==> src/rtl/uart_cmd_pkg.sv <==
`default_nettype none
// +--------------------------------------------------------------------------+
// | uart_cmd_pkg : shared constants, codes and state encoding for the        |
// |                UART command controller.               rev 1.0            |
// +--------------------------------------------------------------------------+
package uart_cmd_pkg;

    typedef logic [7:0] byte_t;

    localparam byte_t HDR_CMD = 8'hA5;
    localparam byte_t HDR_RSP = 8'h5A;

    localparam byte_t CMD_WRITE = 8'h01;
    localparam byte_t CMD_READ  = 8'h02;

    localparam byte_t STATUS_OK         = 8'h00;
    localparam byte_t STATUS_CSUM_ERR   = 8'h01;
    localparam byte_t STATUS_BAD_CMD    = 8'h02;
    localparam byte_t STATUS_RD_TIMEOUT = 8'h03;

    localparam int GAP_W = 18;

    typedef enum logic [2:0] {
        ST_HUNT   = 3'd0,
        ST_CMD    = 3'd1,
        ST_ADDR   = 3'd2,
        ST_DATA   = 3'd3,
        ST_CSUM   = 3'd4,
        ST_EXEC   = 3'd5,
        ST_RDWAIT = 3'd6,
        ST_RESP   = 3'd7
    } state_t;

    function automatic logic csum_match(input byte_t cmd, input byte_t addr,
                                        input byte_t data, input byte_t csum);
        return (cmd ^ addr ^ data) == csum;
    endfunction

endpackage
`default_nettype wire

==> src/rtl/uart_byte_fetch.sv <==
`default_nettype none
// +--------------------------------------------------------------------------+
// | uart_byte_fetch : pop/capture handshake with the UART driver RX buffer.  |
// |                                                        rev 1.0           |
// +--------------------------------------------------------------------------+
module uart_byte_fetch
    import uart_cmd_pkg::*;
(
    input  logic  clk_in,
    input  logic  rst_n,
    input  logic  enable,
    input  logic  rx_ready,
    output logic  rx_trigger,
    input  byte_t rx_data,
    output logic  byte_valid,
    output byte_t byte_data
);

    logic pending_q;
    logic pending_d;

    // A pop is outstanding for exactly one cycle, which also keeps the
    // strobe from ever firing on back-to-back cycles.
    always_comb begin
        rx_trigger = rst_n && enable && rx_ready && !pending_q;
        pending_d  = rx_trigger;
    end

    always_ff @(posedge clk_in) begin
        if (!rst_n) begin
            pending_q <= 1'b0;
        end else begin
            pending_q <= pending_d;
        end
    end

    assign byte_valid = pending_q;
    assign byte_data  = rx_data;

endmodule
`default_nettype wire

==> src/rtl/uart_cmd_ctrl.sv <==
`default_nettype none
// +--------------------------------------------------------------------------+
// | uart_cmd_ctrl : assembles 5-byte command frames, executes register       |
// |                 accesses and returns 3-byte responses.     rev 1.0       |
// +--------------------------------------------------------------------------+
module uart_cmd_ctrl
    import uart_cmd_pkg::*;
#(
    parameter int CMD_TIMEOUT = 240000,
    parameter int RD_TIMEOUT  = 255
) (
    input  logic       clk_in,
    input  logic       rst_n,
    input  logic       rx_ready,
    output logic       rx_trigger,
    input  logic [7:0] rx_data,
    input  logic       tx_ready,
    output logic       tx_trigger,
    output logic [7:0] tx_data,
    output logic       reg_wr,
    output logic       reg_rd,
    output logic [7:0] reg_addr,
    output logic [7:0] reg_wdata,
    input  logic [7:0] reg_rdata,
    input  logic       reg_rvalid,
    output logic       busy
);

    localparam int              RD_W      = $clog2(RD_TIMEOUT + 1);
    localparam logic [GAP_W-1:0] GAP_LIMIT = GAP_W'(CMD_TIMEOUT);
    localparam logic [RD_W-1:0]  RD_LIMIT  = RD_W'(RD_TIMEOUT - 1);

    state_t           state_q,     state_d;
    byte_t            cmd_q,       cmd_d;
    byte_t            reg_addr_q,  reg_addr_d;
    byte_t            reg_wdata_q, reg_wdata_d;
    byte_t            csum_q,      csum_d;
    byte_t            status_q,    status_d;
    byte_t            rdata_q,     rdata_d;
    logic [GAP_W-1:0] gap_q,       gap_d;
    logic [RD_W-1:0]  rd_cnt_q,    rd_cnt_d;
    logic [1:0]       resp_idx_q,  resp_idx_d;
    logic             push_q,      push_d;

    logic  fetch_en;
    logic  byte_valid;
    byte_t byte_data;
    logic  in_frame;
    logic  gap_expired;
    logic  wr_fire;
    logic  rd_fire;
    logic  tx_fire;
    byte_t tx_byte;

    assign fetch_en = (state_q == ST_HUNT) || (state_q == ST_CMD) ||
                      (state_q == ST_ADDR) || (state_q == ST_DATA) ||
                      (state_q == ST_CSUM);
    assign in_frame = fetch_en && (state_q != ST_HUNT);

    uart_byte_fetch u_fetch (
        .clk_in     (clk_in),
        .rst_n      (rst_n),
        .enable     (fetch_en),
        .rx_ready   (rx_ready),
        .rx_trigger (rx_trigger),
        .rx_data    (rx_data),
        .byte_valid (byte_valid),
        .byte_data  (byte_data)
    );

    always_comb begin
        state_d     = state_q;
        cmd_d       = cmd_q;
        reg_addr_d  = reg_addr_q;
        reg_wdata_d = reg_wdata_q;
        csum_d      = csum_q;
        status_d    = status_q;
        rdata_d     = rdata_q;
        gap_d       = '0;
        rd_cnt_d    = '0;
        resp_idx_d  = resp_idx_q;
        push_d      = 1'b0;
        wr_fire     = 1'b0;
        rd_fire     = 1'b0;
        tx_fire     = 1'b0;
        tx_byte     = 8'h00;
        gap_expired = 1'b0;

        // Gap counter saturates rather than wrapping on a stalled link.
        if (in_frame && !byte_valid) begin
            gap_expired = (gap_q >= GAP_LIMIT);
            gap_d       = (gap_q == '1) ? gap_q : gap_q + GAP_W'(1);
        end

        case (state_q)
            ST_HUNT: begin
                if (byte_valid && (byte_data == HDR_CMD)) begin
                    state_d = ST_CMD;
                end
            end
            ST_CMD: begin
                if (byte_valid) begin
                    cmd_d   = byte_data;
                    state_d = ST_ADDR;
                end
            end
            ST_ADDR: begin
                if (byte_valid) begin
                    reg_addr_d = byte_data;
                    state_d    = ST_DATA;
                end
            end
            ST_DATA: begin
                if (byte_valid) begin
                    reg_wdata_d = byte_data;
                    state_d     = ST_CSUM;
                end
            end
            ST_CSUM: begin
                if (byte_valid) begin
                    csum_d  = byte_data;
                    state_d = ST_EXEC;
                end
            end
            ST_EXEC: begin
                rdata_d = 8'h00;
                state_d = ST_RESP;
                if (!csum_match(cmd_q, reg_addr_q, reg_wdata_q, csum_q)) begin
                    status_d = STATUS_CSUM_ERR;
                end else if (cmd_q == CMD_WRITE) begin
                    wr_fire  = 1'b1;
                    status_d = STATUS_OK;
                end else if (cmd_q == CMD_READ) begin
                    rd_fire  = 1'b1;
                    state_d  = ST_RDWAIT;
                end else begin
                    status_d = STATUS_BAD_CMD;
                end
            end
            ST_RDWAIT: begin
                if (reg_rvalid) begin
                    rdata_d  = reg_rdata;
                    status_d = STATUS_OK;
                    state_d  = ST_RESP;
                end else if (rd_cnt_q == RD_LIMIT) begin
                    status_d = STATUS_RD_TIMEOUT;
                    state_d  = ST_RESP;
                end else begin
                    rd_cnt_d = rd_cnt_q + RD_W'(1);
                end
            end
            ST_RESP: begin
                case (resp_idx_q)
                    2'd0:    tx_byte = HDR_RSP;
                    2'd1:    tx_byte = status_q;
                    default: tx_byte = rdata_q;
                endcase
                // push_q forces an idle cycle after every push.
                if (tx_ready && !push_q) begin
                    tx_fire = 1'b1;
                    push_d  = 1'b1;
                    if (resp_idx_q == 2'd2) begin
                        resp_idx_d = 2'd0;
                        state_d    = ST_HUNT;
                    end else begin
                        resp_idx_d = resp_idx_q + 2'd1;
                    end
                end
            end
            default: begin
                state_d = ST_HUNT;
            end
        endcase

        if (gap_expired) begin
            state_d = ST_HUNT;
        end
    end

    always_ff @(posedge clk_in) begin
        if (!rst_n) begin
            state_q     <= ST_HUNT;
            cmd_q       <= 8'h00;
            reg_addr_q  <= 8'h00;
            reg_wdata_q <= 8'h00;
            csum_q      <= 8'h00;
            status_q    <= 8'h00;
            rdata_q     <= 8'h00;
            gap_q       <= '0;
            rd_cnt_q    <= '0;
            resp_idx_q  <= 2'd0;
            push_q      <= 1'b0;
        end else begin
            state_q     <= state_d;
            cmd_q       <= cmd_d;
            reg_addr_q  <= reg_addr_d;
            reg_wdata_q <= reg_wdata_d;
            csum_q      <= csum_d;
            status_q    <= status_d;
            rdata_q     <= rdata_d;
            gap_q       <= gap_d;
            rd_cnt_q    <= rd_cnt_d;
            resp_idx_q  <= resp_idx_d;
            push_q      <= push_d;
        end
    end

    // Strobes are gated by reset so an abort takes effect in the same cycle.
    assign reg_wr     = rst_n && wr_fire;
    assign reg_rd     = rst_n && rd_fire;
    assign tx_trigger = rst_n && tx_fire;
    assign tx_data    = tx_byte;
    assign reg_addr   = reg_addr_q;
    assign reg_wdata  = reg_wdata_q;
    assign busy       = (state_q != ST_HUNT);

endmodule
`default_nettype wire

==> config.mk <==
export PLATFORM = sky130hd
export DESIGN_NAME = uart_cmd_ctrl
export DESIGN_NICKNAME = d
export VERILOG_FILES = /design/src/rtl/uart_cmd_pkg.sv /design/src/rtl/uart_byte_fetch.sv /design/src/rtl/uart_cmd_ctrl.sv
export SDC_FILE = /design/constraint.sdc
export NUM_CORES = 1
export LEC_CHECK = 0
export ABC_AREA = 0
export ABC_CLOCK_PERIOD_IN_PS = 5100
export CELL_PAD_IN_SITES_DETAIL_PLACEMENT = 1
export CELL_PAD_IN_SITES_GLOBAL_PLACEMENT = 2
export CORE_UTILIZATION = 34
export CTS_CLUSTER_SIZE = 8
export DETAILED_ROUTE_END_ITERATION = 8
export GPL_TIMING_DRIVEN = 0
export PLACE_DENSITY = 0.94
export RECOVER_POWER = 100
export SKIP_LAST_GASP = 1
export SYNTH_ARGS = -nofsm -noshare
export SYNTH_HDL_FRONTEND = slang
export SYNTH_HIERARCHICAL = 1
export SYNTH_SLANG_ARGS = --single-unit
==> constraint.sdc <==
create_clock -name clk_in -period 5.1 [get_ports clk_in]
set_clock_uncertainty 0.1 [all_clocks]
set_input_delay 0.765 -clock clk_in [delete_from_list [all_inputs] [get_ports clk_in]]
set_output_delay 0.765 -clock clk_in [all_outputs]
set_load 0.05 [all_outputs]
==> impl_results.md, run 1 <==
- Post-synth ARST share: 0%
- Largest fanout on the critical path: 10
- Largest area contributor in the netlist: dfxtp_1
- Setup WS pre-CTS: 1.17 ns
- EDFF count, synth: 0
- CP top delay family: buffers and inverters
- TritonCTS clock tree: yes
- Routed WL per cell: 15.8 um
- FF+latch count, synth: 75
- Register area share after synthesis: 42.7%
- DR iter-0 viols: 132
- Crit-path slowest cell: dlygate4sd3_1
- Startpoint types: input pin
- Die Height: 104 um
- Initial core utilization: 35.5%
- Internal reg-to-reg setup slack: 2.08 ns
- Leakage Power: 1.59 nW
- Most used DFF post-synth: dfxtp_1
- Fin crit period: 4.06 ns
- Pin count of the biggest net entering global routing: 13
- Clock Latency Late Sink: 0.36 ns
- Worst flop-to-flop path endpoint: gap_q[5]$_SDFFE_PN0P_
- Most frequent cells after synthesis: 85 x nand2_1, 75 x dfxtp_1, 54 x nor2_1, 50 x a21oi_1, 28 x xnor2_1
- Ys Warns: 6
- Syn Area/Cell: 8.05 um^2
- H-tree levels: 3
- CTS hold repair buffers: 0
- Post-Route WL: 9.88 mm
- Die W: 104 um
- Crit end category: output pin
- Total gr overflow: 0
- Fmax: 0.246 GHz
- Syn_nets: 462
- RSZ-0062 raised after global routing: no
- Placed inst area: 4090 um^2
- Worst slew margin: 10.6%
- First-pass GRT wire length: 16.3 mm
- Area of the die: 10800 um^2
- Post-route setup TNS: 0 ns
- Area grow syn2layout: 23.2%
- Routability cong.: 0.763
- Vias in the first global route: 3267
- ANT nets after route: 0
- Yosys top cell area share: 42.7%
- Post-cts resize count: 0
- Top post-synthesis cells by area: dfxtp_1 43%, nand2_1 9.1%, a21oi_1 7.1%, xnor2_1 7.0%, nor2_1 5.8%
- CTS Buffer Depth: 2
- Final worst-path cycle share: 79.5%
- Total Routing Usage GR: 19.0%
- Yosys cell types: 46
- # setup viols final: 0
- IO Pins: 50
- Post-Syn Instances: 437
- Worst Hold Path Cells: 2
- Drc violations: 0
- Multi-input logic area: 1830 um^2
- Final instance area: 4330 um^2
- Worst Hold Endpoint: csum_q[1]$_SDFFE_PN0P_
- Setup CP Type: input pin to output pin
- Post-CTS Setup Repair Bufs: 0
- Crit-path cells: dlygate4sd3_1 > inv_1 > clkbuf_1 > clkbuf_1 > nor2_1 > dlygate4sd3_1
- Critical Path Max Stage Delay: 0.78 ns
- Worst Min Path Start: csum_q[1]$_SDFFE_PN0P_
- R2r startpoint: gap_q[3]$_SDFFE_PN0P_
- Mapped cell area: 3520 um^2
- Ant diodes: 0
- Layout cells sized above 1: 5.67%
- CTS Buf Count: 9
- Maximum vdd drop: 0.154 mV
- Type of the tightest min-delay check: flip-flop to flip-flop
- PnR worst setup slack: 1.04 ns
- # fillers: 1224
- Vias per std cell: 5.14
- Row count: 36
- Slew @ Worst Pin: 1.33 ns
- Core area: 9910 um^2
- TritonRoute pass-1 iters: 4
- CTS clk-pin slew, worst paths: 0.07 ns
- Fin util: 43.7%
- Hold_ws: 0.370 ns
- Status: finished clean
- Arrival time worst endpoint: 3.19 ns
- Nets: 514
- Vias: 3220
- Final-report hold violation count: 0
- # port buffers: 41
- Critical path buffer and inverter count: 5
- Initial antenna violation count: 0
- Maximum capacitance violations: 0
- Pwr dens: 289 nW/um^2
- Post-DP HPWL: 7.22 mm
- Most frequent cell after synthesis: nand2_1
- Root Buffer: clkbuf_8
- Critical path required time: 4.24 ns
- Reg2reg path depth: 6
- FF+latch area: 1500 um^2
- Slew Limit Fails: 0
- Num Clock Sinks: 75
## cells in the final DEF (no fill, tap or decap), types with 3 or more instances in the layout
cell type,count
ha_1,4
and4b_1,3
clkbuf_8,11
a22oi_1,8
o21ai_0,8
buf_4,8
nor2_1,54
nand4_1,8
clkdlybuf4s50_1,11
xnor2_1,28
nor2b_1,4
nor3_1,7
xor2_1,14
nand3_1,14
dlygate4sd3_1,30
clkbuf_1,15
nand2_1,85
and2_1,3
a21oi_1,50
bufinv_16,4
inv_1,8
and3_1,11
dfxtp_1,75
## cell families after synthesis
logic type                 count (synthesis)  share of synthesized area [%]
and+or+nand+nor                          203                           27.2
AOI/OAI and AO/OA                         80                           13.6
DFF                                       75                           42.7
xor gates and xnor gates                  42                           10.5
buffers and inverters                     32                           4.41
adders and majority gates                  4                           1.42
muxes                                      1                          0.285
## registers in the layout, indices dropped and copies added, names as in the netlist
signal,cells
gap_q,18
cmd_q,8
csum_q,8
rd_cnt_q,8
rdata_q,8
reg_addr,8
reg_wdata,8
state_q,3
resp_idx_q,2
status_q,2
push_q,1
u_fetch/byte_valid,1
## report_power, final
part	switching [mW]	leakage [nW]	internal [mW]
clock network	0.227	0.137	0.402
registers	0.000662	0.604	0.585
logic	0.0196	0.848	0.0160
total	0.247	1.59	1.00
## final cells by class
class | count | share of cell area, %
repair buffers | 41 | 9.47
inverters | 8 | 0.693
multi-input cells | 330 | 42.2
flip-flops and latches | 75 | 34.6
well taps | 133 | 3.84
clock buffers | 12 | 3.58
clock inverters | 4 | 2.77
plain buffers | 24 | 2.83
## worst max path at each step
stage,to,depth (start not counted),slack [ns],from
floorplan,reg_rd,6,1.77,reg_wdata[1]$_SDFFE_PN0P_
global placement,tx_trigger,6,1.20,rst_n
detailed placement,tx_trigger,6,1.17,rst_n
CTS,tx_trigger,6,1.16,rst_n
global route,tx_trigger,6,0.90,rst_n
finish,tx_trigger,6,1.04,rst_n
## stage by stage
step | power [mW] | instances
4_1_cts | 1.26 | 627
3_5_place_dp | 0.636 | 611
6_report | 1.25 | 627
2_1_floorplan | 0.618 | 437
5_1_grt | 1.29 | 627
3_3_place_gp | 0.636 | 611
## per-layer routing
layer	track usage [%]	up-vias	share of wire [%]
li1	-	1584	-
met1	22.9	1578	44
met2	34.0	44	51
met3	3.78	14	2.9
met4	5.92	0	1.7
met5	0	-	0
## worst register-to-register path: stages (launching register included)
cell      delay, ns
dfxtp_1        0.43
nand4_1        0.15
nor4_1         1.02
a21boi_0       0.61
and3_1         0.39
xnor2_1        0.15
nor2_1         0.05
(Power assumes the default switching activity.)
==> run 2: changes to the inputs <==
--- a/config.mk
+++ b/config.mk
@@ -6,14 +6,14 @@
 export NUM_CORES = 1
 export LEC_CHECK = 0
 export ABC_AREA = 0
-export ABC_CLOCK_PERIOD_IN_PS = 5100
+export ABC_CLOCK_PERIOD_IN_PS = 4000
 export CELL_PAD_IN_SITES_DETAIL_PLACEMENT = 1
 export CELL_PAD_IN_SITES_GLOBAL_PLACEMENT = 2
-export CORE_UTILIZATION = 34
+export CORE_UTILIZATION = 32
 export CTS_CLUSTER_SIZE = 8
 export DETAILED_ROUTE_END_ITERATION = 8
 export GPL_TIMING_DRIVEN = 0
-export PLACE_DENSITY = 0.94
+export PLACE_DENSITY = 0.89
 export RECOVER_POWER = 100
 export SKIP_LAST_GASP = 1
 export SYNTH_ARGS = -nofsm -noshare
==> constraint.sdc (replaced) <==
create_clock -name clk_in -period 4 [get_ports clk_in]
set_clock_uncertainty 0.1 [all_clocks]
set_input_delay 0.6 -clock clk_in [delete_from_list [all_inputs] [get_ports clk_in]]
set_output_delay 0.6 -clock clk_in [all_outputs]
set_load 0.05 [all_outputs]
==> impl_results.md, run 2 (synthesis results as in run 1) <==
- Status: finished clean (unchanged)
- Total Routing Usage GR: 18.3% (was 19.0%)
- Worst Hold Endpoint: csum_q[0]$_SDFFE_PN0P_ (was csum_q[1]$_SDFFE_PN0P_)
- Largest reg by FF count: gap_q (unchanged)
- Setup CP Type: input pin to output pin (unchanged)
- Area grow syn2layout: 20.0% (was 23.2%)
- Routed WL per cell: 15.3 um (was 15.8 um)
- Pin count of the biggest net entering global routing: 11 (was 13)
- Worst Min Path Start: csum_q[0]$_SDFFE_PN0P_ (was csum_q[1]$_SDFFE_PN0P_)
- Switching part of the total: 21.7% (was 19.8%)
- CTS clk-pin slew, worst paths: 0.07 ns (about the same)
- Post-route setup TNS: 0 ns (unchanged)
- DR iter-0 viols: 115 (was 132)
- Clock Latency Late Sink: 0.35 ns (was 0.36 ns)
- Post-CTS Setup Repair Bufs: 0 (unchanged)
- Die W: 107 um (was 104 um)
- TritonRoute pass-1 iters: 4 (unchanged)
- Routability cong.: 0.731 (was 0.763)
- Critical path required time: 3.30 ns (was 4.24 ns)
- CTS Buffer Depth: 2 (unchanged)
- Max FFs per register: 18 (unchanged)
- TritonCTS clock tree: yes (unchanged)
- Maximum capacitance violations: 0 (unchanged)
- Sequential share of power: 58.5% (was 46.9%)
- Largest fanout on the critical path: 10 (unchanged)
- Vias: 3168 (was 3220)
- Worst Hold Path Cells: 2 (unchanged)
- Maximum vdd drop: 0.165 mV (was 0.154 mV)
- Vias in the first global route: 3248 (was 3267)
- RSZ-0062 raised after global routing: no (unchanged)
- Pwr dens: 303 nW/um^2 (was 289 nW/um^2)
- CTS Buf Count: 9 (unchanged)
- Core area: 10500 um^2 (was 9910 um^2)
- Num Clock Sinks: 75 (unchanged)
- Most common cell after layout, fill and taps aside: nand2_1 (unchanged)
- Startpoint types: input pin (unchanged)
- Hold_ws: 0.369 ns (was 0.370 ns)
- Internal reg-to-reg setup slack: 1.22 ns (was 2.08 ns)
- Slew Limit Fails: 0 (unchanged)
- Fmax: 0.275 GHz
- Final-report hold violation count: 0 (unchanged)
- Initial core utilization: 33.5% (was 35.5%)
- Initial antenna violation count: 0 (unchanged)
- Most frequent cells in the layout: 85 x nand2_1, 75 x dfxtp_1, 54 x nor2_1 (unchanged)
- Total gr overflow: 0 (unchanged)
- Crit end category: output pin (unchanged)
- Row count: 37 (was 36)
- Slew @ Worst Pin: 1.02 ns (was 1.33 ns)
- First-pass GRT wire length: 16.2 mm (was 16.3 mm)
- Ant diodes: 0 (unchanged)
- Combinational power share: 3.5% (was 2.8%)
- Post-DP HPWL: 7.20 mm (was 7.22 mm)
- PnR worst setup slack: 0.361 ns (was 1.04 ns)
- Layout cells sized above 1: 4.88% (was 5.67%)
- Total net switching power: 278 uW (was 247 uW)
- Overall power: 1.28 mW (was 1.25 mW)
- Nets: 515 (was 514)
- Area of the die: 11400 um^2 (was 10800 um^2)
- Setup WS pre-CTS: 0.423 ns (was 1.17 ns)
- CTS hold repair buffers: 0 (unchanged)
- Post-Route WL: 9.63 mm (was 9.88 mm)
- Final worst-path cycle share: 91.0%
- Reg2reg path depth: 6 (unchanged)
- Worst flop-to-flop path endpoint: gap_q[5]$_SDFFE_PN0P_ (unchanged)
- Root Buffer: clkbuf_8 (unchanged)
- # port buffers: 41 (unchanged)
- Type of the tightest min-delay check: flip-flop to flip-flop (unchanged)
- Arrival time worst endpoint: 2.94 ns (was 3.19 ns)
- IO Pins: 50 (unchanged)
- Drc violations: 0 (unchanged)
- Die Height: 107 um (was 104 um)
- Clk pwr share: 37.9% (was 50.3%)
- Worst slew margin: 31.4% (was 10.6%)
- Vias per std cell: 5.04 (was 5.14)
- ANT nets after route: 0 (unchanged)
- # setup viols final: 0 (unchanged)
- H-tree levels: 3 (unchanged)
- Internal power: 1.00 mW (about the same)
- Post-cts resize count: 0 (unchanged)
- Fin crit period: 3.64 ns
- R2r startpoint: gap_q[4]$_SDFFE_PN0P_ (was gap_q[3]$_SDFFE_PN0P_)
- Leakage Power: 1.53 nW (was 1.59 nW)
run 2: cell types whose count changed in the layout (fill, tap and decap cells not counted), moves of 2 or more:
cell	delta
bufinv_16	-4
and2_0	+2
and2_1	-2
clkbuf_1	+2
run 2: how the worst max path moves through the flow:
stage | end | cells after the start | startpoint
after floorplan | reg_rd | 6 | reg_wdata[1]$_SDFFE_PN0P_
after global placement | tx_trigger | 6 | rst_n
after detailed placement | tx_trigger | 6 | rst_n
after CTS | tx_trigger | 6 | rst_n
after global routing | tx_trigger | 6 | rst_n
final | tx_trigger | 6 | rst_n
run 2: layout make-up:
cell class / instances / area [um^2]
Multi-Input combinational cell: 330 / 1830
Timing Repair Buffer: 42 / 418
Clock buffer: 13 / 149
Inverter: 8 / 30.0
Tap cell: 136 / 170
Buffer: 24 / 123
Sequential cell: 75 / 1500
Fill cell: 1292 / 6290
run 2: critical path: stages:
cell	delay, ns
dlygate4sd3_1	0.66
inv_1	0.10
clkbuf_1	0.34
clkbuf_1	0.41
nor2_1	0.11
clkdlybuf4s50_1	0.72
run 2: routing by layer:
metal	track usage [%]	share of wire [%]	vias to the layer above
met1	23.3	46	1534
met4	6.26	1.6	0
li1	-	-	1585
met2	30.4	49	36
met3	4.19	3.4	13
met5	0	0	-
run 2: stage by stage:
| stage | std cells | area [um^2] | util (%) |
|---|---|---|---|
| 2_1_floorplan | 437 | 3520 | - |
| 3_3_place_gp | 614 | 4100 | 39.0 |
| 3_5_place_dp | 614 | 4100 | 39.0 |
| 4_1_cts | 627 | 4250 | 40.4 |
| 5_1_grt | 628 | 4220 | 40.1 |
| 6_report | 628 | 4220 | 40.1 |
run 2: power groups by stage:
stage / registers [mW] / logic [mW] / clock network [mW]
2_1_floorplan: 0.765 / 0.0229 / 0
3_3_place_gp: 0.765 / 0.0462 / 0
3_5_place_dp: 0.765 / 0.0462 / 0
4_1_cts: 0.747 / 0.0464 / 0.512
5_1_grt: 0.747 / 0.0493 / 0.539
6_report: 0.748 / 0.0453 / 0.485
